**src/rtl/eth_sw_nxn.sv**
```systemverilog
// eth_sw_nxn: N-port packet switch with per-output round-robin arbitration.
//
// Each input presents sop/eop framed packets. The SOP word carries the
// destination output in an 8-bit field at DEST_LSB. A per-output arbiter
// locks one input for the duration of a packet, and each output owns a
// packet FIFO that is drained by rd_en. Packets with invalid destinations
// and words that arrive outside a packet are dropped and counted per input.
//
// Ports:
//   clk, rst   : clock and asynchronous active-high reset
//   in_data    : input words, port i at [i*DATA_W +: DATA_W]
//   in_valid   : word present per input
//   in_sop     : first word of packet per input
//   in_eop     : last word of packet per input
//   in_stall   : valid word not accepted this cycle (combinational)
//   rd_en      : pop request per output FIFO
//   out_data   : registered popped word per output
//   out_valid  : out_data/out_sop/out_eop valid this cycle
//   out_sop    : popped word is SOP
//   out_eop    : popped word is EOP
//   out_empty  : output FIFO empty
//   err_cnt    : per-input saturating 16-bit drop/error counter
module eth_sw_nxn #(
    parameter int NUM_PORTS  = 2,
    parameter int DATA_W     = 32,
    parameter int FIFO_DEPTH = 16,
    parameter int DEST_LSB   = 0
) (
    input  logic                        clk,
    input  logic                        rst,
    input  logic [NUM_PORTS*DATA_W-1:0] in_data,
    input  logic [NUM_PORTS-1:0]        in_valid,
    input  logic [NUM_PORTS-1:0]        in_sop,
    input  logic [NUM_PORTS-1:0]        in_eop,
    output logic [NUM_PORTS-1:0]        in_stall,
    input  logic [NUM_PORTS-1:0]        rd_en,
    output logic [NUM_PORTS*DATA_W-1:0] out_data,
    output logic [NUM_PORTS-1:0]        out_valid,
    output logic [NUM_PORTS-1:0]        out_sop,
    output logic [NUM_PORTS-1:0]        out_eop,
    output logic [NUM_PORTS-1:0]        out_empty,
    output logic [NUM_PORTS*16-1:0]     err_cnt
);
    localparam int PW = $clog2(NUM_PORTS);
    localparam int AW = $clog2(FIFO_DEPTH);
    localparam int CW = $clog2(FIFO_DEPTH) + 1;
    localparam int WW = DATA_W + 2;

    typedef enum logic [1:0] {ST_IDLE, ST_FWD, ST_DROP} state_t;

    state_t               r_state     [NUM_PORTS];
    state_t               w_stateNext [NUM_PORTS];
    logic [PW-1:0]        r_target    [NUM_PORTS];
    logic [15:0]          r_err       [NUM_PORTS];

    logic [NUM_PORTS-1:0] r_locked;
    logic [PW-1:0]        r_owner     [NUM_PORTS];
    logic [PW-1:0]        r_rr        [NUM_PORTS];

    logic [WW-1:0]        r_mem       [NUM_PORTS][FIFO_DEPTH];
    logic [AW-1:0]        r_wrPtr     [NUM_PORTS];
    logic [AW-1:0]        r_rdPtr     [NUM_PORTS];
    logic [CW-1:0]        r_count     [NUM_PORTS];

    logic [DATA_W-1:0]    r_outData   [NUM_PORTS];
    logic [NUM_PORTS-1:0] r_outValid;
    logic [NUM_PORTS-1:0] r_outSop;
    logic [NUM_PORTS-1:0] r_outEop;

    logic [7:0]           w_dest      [NUM_PORTS];
    logic [PW-1:0]        w_destIdx   [NUM_PORTS];
    logic [NUM_PORTS-1:0] w_destOk;
    logic [NUM_PORTS-1:0] w_req;
    logic [NUM_PORTS-1:0] w_full;
    logic [NUM_PORTS-1:0] w_grantValid;
    logic [PW-1:0]        w_grantIdx  [NUM_PORTS];
    logic [NUM_PORTS-1:0] w_accept;
    logic [NUM_PORTS-1:0] w_errInc;
    logic [NUM_PORTS-1:0] w_wrEn;
    logic [WW-1:0]        w_wrWord    [NUM_PORTS];
    logic [NUM_PORTS-1:0] w_rdEn;

    // Decode the destination field of each input word and raise a request
    // towards an output only for a legal SOP arriving on an idle input.
    always_comb begin
        for (int i = 0; i < NUM_PORTS; i++) begin
            w_dest[i]    = in_data[i*DATA_W + DEST_LSB +: 8];
            w_destIdx[i] = w_dest[i][PW-1:0];
            w_destOk[i]  = (w_dest[i] < 8'(NUM_PORTS));
            w_req[i]     = in_valid[i] & in_sop[i] & w_destOk[i] & (r_state[i] == ST_IDLE);
            w_full[i]    = (r_count[i] == CW'(FIFO_DEPTH));
            w_rdEn[i]    = rd_en[i] & (r_count[i] != '0);
        end
    end

    // Round-robin search per output: the first requester at or after the
    // rr pointer wins, wrapping around NUM_PORTS which need not be a power
    // of two. Only meaningful while the output is unlocked.
    always_comb begin
        int idx;
        idx = 0;
        for (int o = 0; o < NUM_PORTS; o++) begin
            w_grantValid[o] = 1'b0;
            w_grantIdx[o]   = '0;
            for (int k = 0; k < NUM_PORTS; k++) begin
                idx = int'(r_rr[o]) + k;
                if (idx >= NUM_PORTS) begin
                    idx = idx - NUM_PORTS;
                end
                if (!w_grantValid[o] && w_req[idx] && (w_destIdx[idx] == PW'(o))) begin
                    w_grantValid[o] = 1'b1;
                    w_grantIdx[o]   = PW'(idx);
                end
            end
        end
    end

    // Acceptance per input. Idle garbage and bad destinations are always
    // swallowed (and counted); a legal SOP needs the grant, an unlocked
    // target and room; forwarding needs room; dropping always accepts.
    always_comb begin
        for (int i = 0; i < NUM_PORTS; i++) begin
            w_accept[i] = 1'b0;
            w_errInc[i] = 1'b0;
            case (r_state[i])
                ST_IDLE: begin
                    if (in_valid[i]) begin
                        if (!in_sop[i] || !w_destOk[i]) begin
                            w_accept[i] = 1'b1;
                            w_errInc[i] = 1'b1;
                        end else begin
                            w_accept[i] = w_grantValid[w_destIdx[i]] &
                                          (w_grantIdx[w_destIdx[i]] == PW'(i)) &
                                          !r_locked[w_destIdx[i]] &
                                          !w_full[w_destIdx[i]];
                        end
                    end
                end
                ST_FWD:  w_accept[i] = in_valid[i] & !w_full[r_target[i]];
                ST_DROP: w_accept[i] = in_valid[i];
                default: w_accept[i] = 1'b0;
            endcase
        end
    end

    // During reset nothing is accepted, so every valid word reports a stall.
    assign in_stall = in_valid & (~w_accept | {NUM_PORTS{rst}});

    // FIFO write mux per output: the lock owner's continuation words (sop
    // cleared, so a stray SOP inside a packet becomes plain data) or the
    // freshly granted SOP word.
    always_comb begin
        int own;
        int g;
        own = 0;
        g   = 0;
        for (int o = 0; o < NUM_PORTS; o++) begin
            w_wrEn[o]   = 1'b0;
            w_wrWord[o] = '0;
            if (r_locked[o]) begin
                own = int'(r_owner[o]);
                if ((r_state[own] == ST_FWD) && w_accept[own]) begin
                    w_wrEn[o]   = 1'b1;
                    w_wrWord[o] = {in_data[own*DATA_W +: DATA_W], 1'b0, in_eop[own]};
                end
            end else if (w_grantValid[o]) begin
                g = int'(w_grantIdx[o]);
                if (w_accept[g]) begin
                    w_wrEn[o]   = 1'b1;
                    w_wrWord[o] = {in_data[g*DATA_W +: DATA_W], 1'b1, in_eop[g]};
                end
            end
        end
    end

    // Arbiter state: an accepted SOP advances rr past the winner and locks
    // the output unless the packet is a single word; the owner's accepted
    // eop releases the lock.
    always_ff @(posedge clk or posedge rst) begin
        if (rst) begin
            r_locked <= '0;
            for (int o = 0; o < NUM_PORTS; o++) begin
                r_owner[o] <= '0;
                r_rr[o]    <= '0;
            end
        end else begin
            for (int o = 0; o < NUM_PORTS; o++) begin
                if (r_locked[o]) begin
                    if (w_wrEn[o] && w_wrWord[o][0]) begin
                        r_locked[o] <= 1'b0;
                    end
                end else if (w_wrEn[o]) begin
                    r_rr[o] <= (w_grantIdx[o] == PW'(NUM_PORTS - 1)) ? '0 : w_grantIdx[o] + 1'b1;
                    if (!w_wrWord[o][0]) begin
                        r_locked[o] <= 1'b1;
                        r_owner[o]  <= w_grantIdx[o];
                    end
                end
            end
        end
    end

    // Input FSM next state: a multi-word packet moves IDLE to FWD (legal
    // destination) or DROP (illegal one) and returns on its eop.
    always_comb begin
        for (int i = 0; i < NUM_PORTS; i++) begin
            w_stateNext[i] = r_state[i];
            case (r_state[i])
                ST_IDLE: begin
                    if (w_accept[i] && in_sop[i] && !in_eop[i]) begin
                        w_stateNext[i] = w_destOk[i] ? ST_FWD : ST_DROP;
                    end
                end
                ST_FWD: begin
                    if (w_accept[i] && in_eop[i]) begin
                        w_stateNext[i] = ST_IDLE;
                    end
                end
                ST_DROP: begin
                    if (in_valid[i] && in_eop[i]) begin
                        w_stateNext[i] = ST_IDLE;
                    end
                end
                default: w_stateNext[i] = ST_IDLE;
            endcase
        end
    end

    // Input FSM state, locked target and saturating error counters.
    always_ff @(posedge clk or posedge rst) begin
        if (rst) begin
            for (int i = 0; i < NUM_PORTS; i++) begin
                r_state[i]  <= ST_IDLE;
                r_target[i] <= '0;
                r_err[i]    <= '0;
            end
        end else begin
            for (int i = 0; i < NUM_PORTS; i++) begin
                r_state[i] <= w_stateNext[i];
                if ((r_state[i] == ST_IDLE) && w_accept[i] && w_destOk[i]) begin
                    r_target[i] <= w_destIdx[i];
                end
                if (w_errInc[i] && (r_err[i] != 16'hFFFF)) begin
                    r_err[i] <= r_err[i] + 16'd1;
                end
            end
        end
    end

    // FIFO storage has no reset; emptiness is defined by the count alone.
    always_ff @(posedge clk) begin
        for (int o = 0; o < NUM_PORTS; o++) begin
            if (w_wrEn[o]) begin
                r_mem[o][r_wrPtr[o]] <= w_wrWord[o];
            end
        end
    end

    // FIFO pointers, count and the registered pop stage. Full is judged on
    // the registered count, so a pop never makes room for a same-edge push.
    always_ff @(posedge clk or posedge rst) begin
        if (rst) begin
            r_outValid <= '0;
            r_outSop   <= '0;
            r_outEop   <= '0;
            for (int o = 0; o < NUM_PORTS; o++) begin
                r_wrPtr[o]   <= '0;
                r_rdPtr[o]   <= '0;
                r_count[o]   <= '0;
                r_outData[o] <= '0;
            end
        end else begin
            for (int o = 0; o < NUM_PORTS; o++) begin
                r_count[o] <= r_count[o] + CW'(w_wrEn[o]) - CW'(w_rdEn[o]);
                if (w_wrEn[o]) begin
                    r_wrPtr[o] <= r_wrPtr[o] + 1'b1;
                end
                r_outValid[o] <= w_rdEn[o];
                if (w_rdEn[o]) begin
                    r_rdPtr[o]   <= r_rdPtr[o] + 1'b1;
                    r_outData[o] <= r_mem[o][r_rdPtr[o]][WW-1:2];
                    r_outSop[o]  <= r_mem[o][r_rdPtr[o]][1];
                    r_outEop[o]  <= r_mem[o][r_rdPtr[o]][0];
                end else begin
                    r_outSop[o]  <= 1'b0;
                    r_outEop[o]  <= 1'b0;
                end
            end
        end
    end

    // Flatten per-port registers onto the packed output buses.
    always_comb begin
        for (int o = 0; o < NUM_PORTS; o++) begin
            out_data[o*DATA_W +: DATA_W] = r_outData[o];
            out_empty[o]                 = (r_count[o] == '0);
            err_cnt[o*16 +: 16]          = r_err[o];
        end
    end

    assign out_valid = r_outValid;
    assign out_sop   = r_outSop;
    assign out_eop   = r_outEop;

endmodule

```
**config.mk**
```make
export PLATFORM = sky130hd
export DESIGN_NAME = eth_sw_nxn
export DESIGN_NICKNAME = d
export VERILOG_FILES = /design/src/rtl/eth_sw_nxn.sv
export SDC_FILE = /design/constraint.sdc
export NUM_CORES = 2
export LEC_CHECK = 0
export ABC_AREA = 0
export CORE_MARGIN = 4
export CORE_UTILIZATION = 55
export DETAILED_ROUTE_END_ITERATION = 6
export PLACE_DENSITY_LB_ADDON = 0.12
export REMOVE_ABC_BUFFERS = 1
export SLEW_MARGIN = 20
export SYNTH_ARGS = -nofsm -noshare
export SYNTH_HDL_FRONTEND = slang
export SYNTH_SLANG_ARGS = --single-unit
```
**constraint.sdc**
```tcl
create_clock -name clk -period 6.7 [get_ports clk]
set_clock_uncertainty 0.15 [all_clocks]
set_input_delay 1.005 -clock clk [delete_from_list [all_inputs] [get_ports clk]]
set_output_delay 1.005 -clock clk [all_outputs]
set_load 0.02 [all_outputs]
```
==> out/summary.txt <==
========================================================================
Final count of negative-setup-slack endpoints                          0
Final-layout fill cell count                                        5862
Initial antenna violation count                                        3
Number of global-route vias before repair                          26006
Reported max-cap violation count                                       0
Worst relative slew slack                                         0.2441
Achievable clock frequency                                    0.1991 GHz
Setup repair after global routing missed its margin                false
Area taken by multi-input logic gates                         11790 um^2
Overall die height                                              304.9 um
Drt pass-1 iters                                                       5
Final max-slew violation count                                         0
Root buffer cell                                               clkbuf_16
Peak supply drop                                                294.4 uV
Total power                                                     20.73 mW
Final period demand of the worst path                            5024 ps
Leading register cell type out of synthesis                     edfxtp_1
Share of layout cells above drive strength 1                      0.1820
Mapped Area                                                   48480 um^2
Max Fanout on Critical Path                                            6
Synth async-reset ratio                                           0.1140
Worst hold-check slack                                          329.4 ps
Critical path required time                                      5540 ps
Number of nets with antenna violations after routing                   0
Detailed Route Iter0 Violations                                     2998
Number of distinct library cells after synthesis                      69
Clock tree from TritonCTS                                           done
HPWL after detailed placement                                   67.85 mm
Number of buffers inserted by hold repair at cts                       0
Number of nets in the layout                                        2895
Area taken by flip-flops and latches                          36190 um^2
Count of unresolved DRC violations after routing                       0
Kind of path behind the tightest hold check                   reg -> reg
Die X-Extent                                                    304.9 um
Total congestion overflow                                              0
Final weighted congestion in routability-driven placement         0.8706
Syn. warnings                                                          0
Layout-stage area growth over the synthesis result                15.48%
Yosys reg bits                                                      1228
Die area                                                      92950 um^2
Slew @ Worst Pin                                                 1134 ps
PostCTS Resize Cnt                                                     0
Post-Syn Instances                                                  2575
Commonest non-fill, non-tap cell in the layout                  edfxtp_1
Core area                                                     87160 um^2
Pwr per Cell Area                                           370.3 nW/um^2
Run status                                                  complete, no violations
Category of the most critical setup path                       in -> out
Number of buffer cells added on primary ports                        179
Endpoint class of the critical path                         primary output
Post-synth EDFFs                                                    1088
Std cell rows                                                        108
Vias per cell                                                      6.310
Total count of hold-check failures in the final report                 0
Global-route usage over all layers                                0.2495
Number of CTS-inserted buffers                                       120
Most frequent cells in the layout                           1088 x edfxtp_1, 220 x mux2i_1, 206 x nand2_1, 190 x mux4_2, 179 x clkdlybuf4s50_1
Top-area cell type share of the netlist area                      0.6740
Num Clock Sinks                                                     1228
CTS H-tree depth                                                       3
Latest clock arrival within the worst-skew pair                   690 ps
Overall via count from detail_route                                25604
Synth area leaders                                          edfxtp_1 67%, mux4_2 8.8%, dfrtp_1 7.2%, mux2i_1 4.5%, o221ai_1 2.7%
I/O pin total                                                        180
Max Buffers Root-to-Sink                                               3
Static leakage                                                  19.62 nW
Most area-hungry cell type in the Yosys netlist                 edfxtp_1
Data arrival time of the worst path                              3870 ps
Final period utilization                                          0.7498
Post-CTS Setup Repair Bufs                                             0
Average wire length per cell after detail routing               28.55 um
Least setup slack across all paths after layout                  1676 ps
Accumulated negative setup slack                                    0 ps
Reg clk slew, reported paths                                       60 ps
Initial core utilization                                          0.5562
Global-route wire length before repair                          172.7 mm
Largest net degree at the start of global routing                    106
Pre-CTS WS                                                       1549 ps
Util after Layout                                                 0.6423
Average instance area after synthesis                         18.83 um^2
Proportion of synthesized chip area in sequential cells           0.7462
Setup crit start kind                                          input pin
Post-Route WL                                                   115.8 mm
========================================================================
==> metal layers <==
layer  wire [um]  GRT usage  vias to the layer above  share of wire
met5           9          0                        -       0.000078
met4        2270    0.06156                        2          0.020
met3        9985    0.04930                      143          0.086
met2       53080     0.3725                     1122           0.46
met1       50500     0.3852                    13452           0.44
li1            -          -                    10885              -
==> worst max-delay path: stages <==
cell and delay [ps]:
clkdlybuf4s50_1 450, nor3_1 460, and3_1 370, a311o_2 270
nand2_1 90, o41a_4 380, a21boi_0 200, clkdlybuf4s50_1 640
==> registers in the layout, summed over array words and instances, names as in the netlist, named ones only <==
| name | cells |
|---|---|
| out_data | 64 |
| r_mem | 1088 |
| r_count | 10 |
| r_owner | 2 |
| out_valid | 2 |
| err_cnt | 32 |
| r_state | 4 |
| out_eop | 2 |
| r_rdPtr | 8 |
| out_sop | 2 |
| r_target | 2 |
| r_rr | 2 |
| r_wrPtr | 8 |
==> logic make-up after synthesis <==
kind of cell	Yosys count	share of synthesized area
xor gates and xnor gates	50	0.009034
muxes	428	0.1380
buffers and inverters	168	0.01525
and+or+nand+nor	377	0.03606
AOI/OAI and AO/OA	298	0.04845
DFF	1228	0.7462
adders and majority gates	26	0.007021
==> cell usage after synthesis, types with 8 or more instances <==
master    number
a21oi_1        9
nor3_1        15
edfxtp_1    1088
buf_4         19
and2_1        13
xnor2_1       37
a22o_1        49
inv_1         29
clkbuf_1      81
buf_2         30
xor2_1        13
nor3b_1        8
o221ai_1     150
mux2i_1      220
ha_1          24
dfrtp_1      140
mux2_2        16
mux4_2       190
and3_1        11
nor2_1        54
nand2_1      207
nand2b_1       9
nand3_1       17
o21ai_0       59
nand4_1       14
==> path summary, 6_finish.rpt <==
kind | start | end | slack [ps] | cells past startpoint
worst max-delay path | in_data[38] | in_stall[0] | 1680 | 8
worst min-delay path | out_data[41] | out_data[41] | 330 | 2
worst max register to register | r_count[3] | r_mem[0][889] | 2170 | 10
worst min register to register | out_data[41] | out_data[41] | 330 | 2
max in group asynchronous | rst | r_rdPtr[4] | 4300 | 3
min in group asynchronous | rst | err_cnt[7] | 700 | 2
==> per-stage QoR <==
step / area [um^2] / std cells
after global placement: 51750 / 3827
final: 55980 / 4058
after detailed placement: 51770 / 3827
after CTS: 55920 / 4055
after floorplan: 47850 / 2438
after global routing: 55980 / 4056
==> power by group <==
| group | internal [mW] | total [mW] | leakage [nW] | switching [mW] |
|---|---|---|---|---|
| registers | 8.54 | 8.93 | 12.4 | 0.396 |
| logic | 2.06 | 4.78 | 5.19 | 2.72 |
| clock network | 4.20 | 7.02 | 2.04 | 2.82 |
| total | 14.8 | 20.7 | 19.6 | 5.93 |
==> layout make-up <==
cell class,count,share of cell area
diodes,2,0.00008940
clock buffers,150,0.05822
clock inverters,78,0.01603
inverters,31,0.002213
multi-input cells,1179,0.2106
flip-flops and latches,1228,0.6465
well taps,1155,0.02581
repair buffers,235,0.04054
Power figures use the tool's default switching activity.
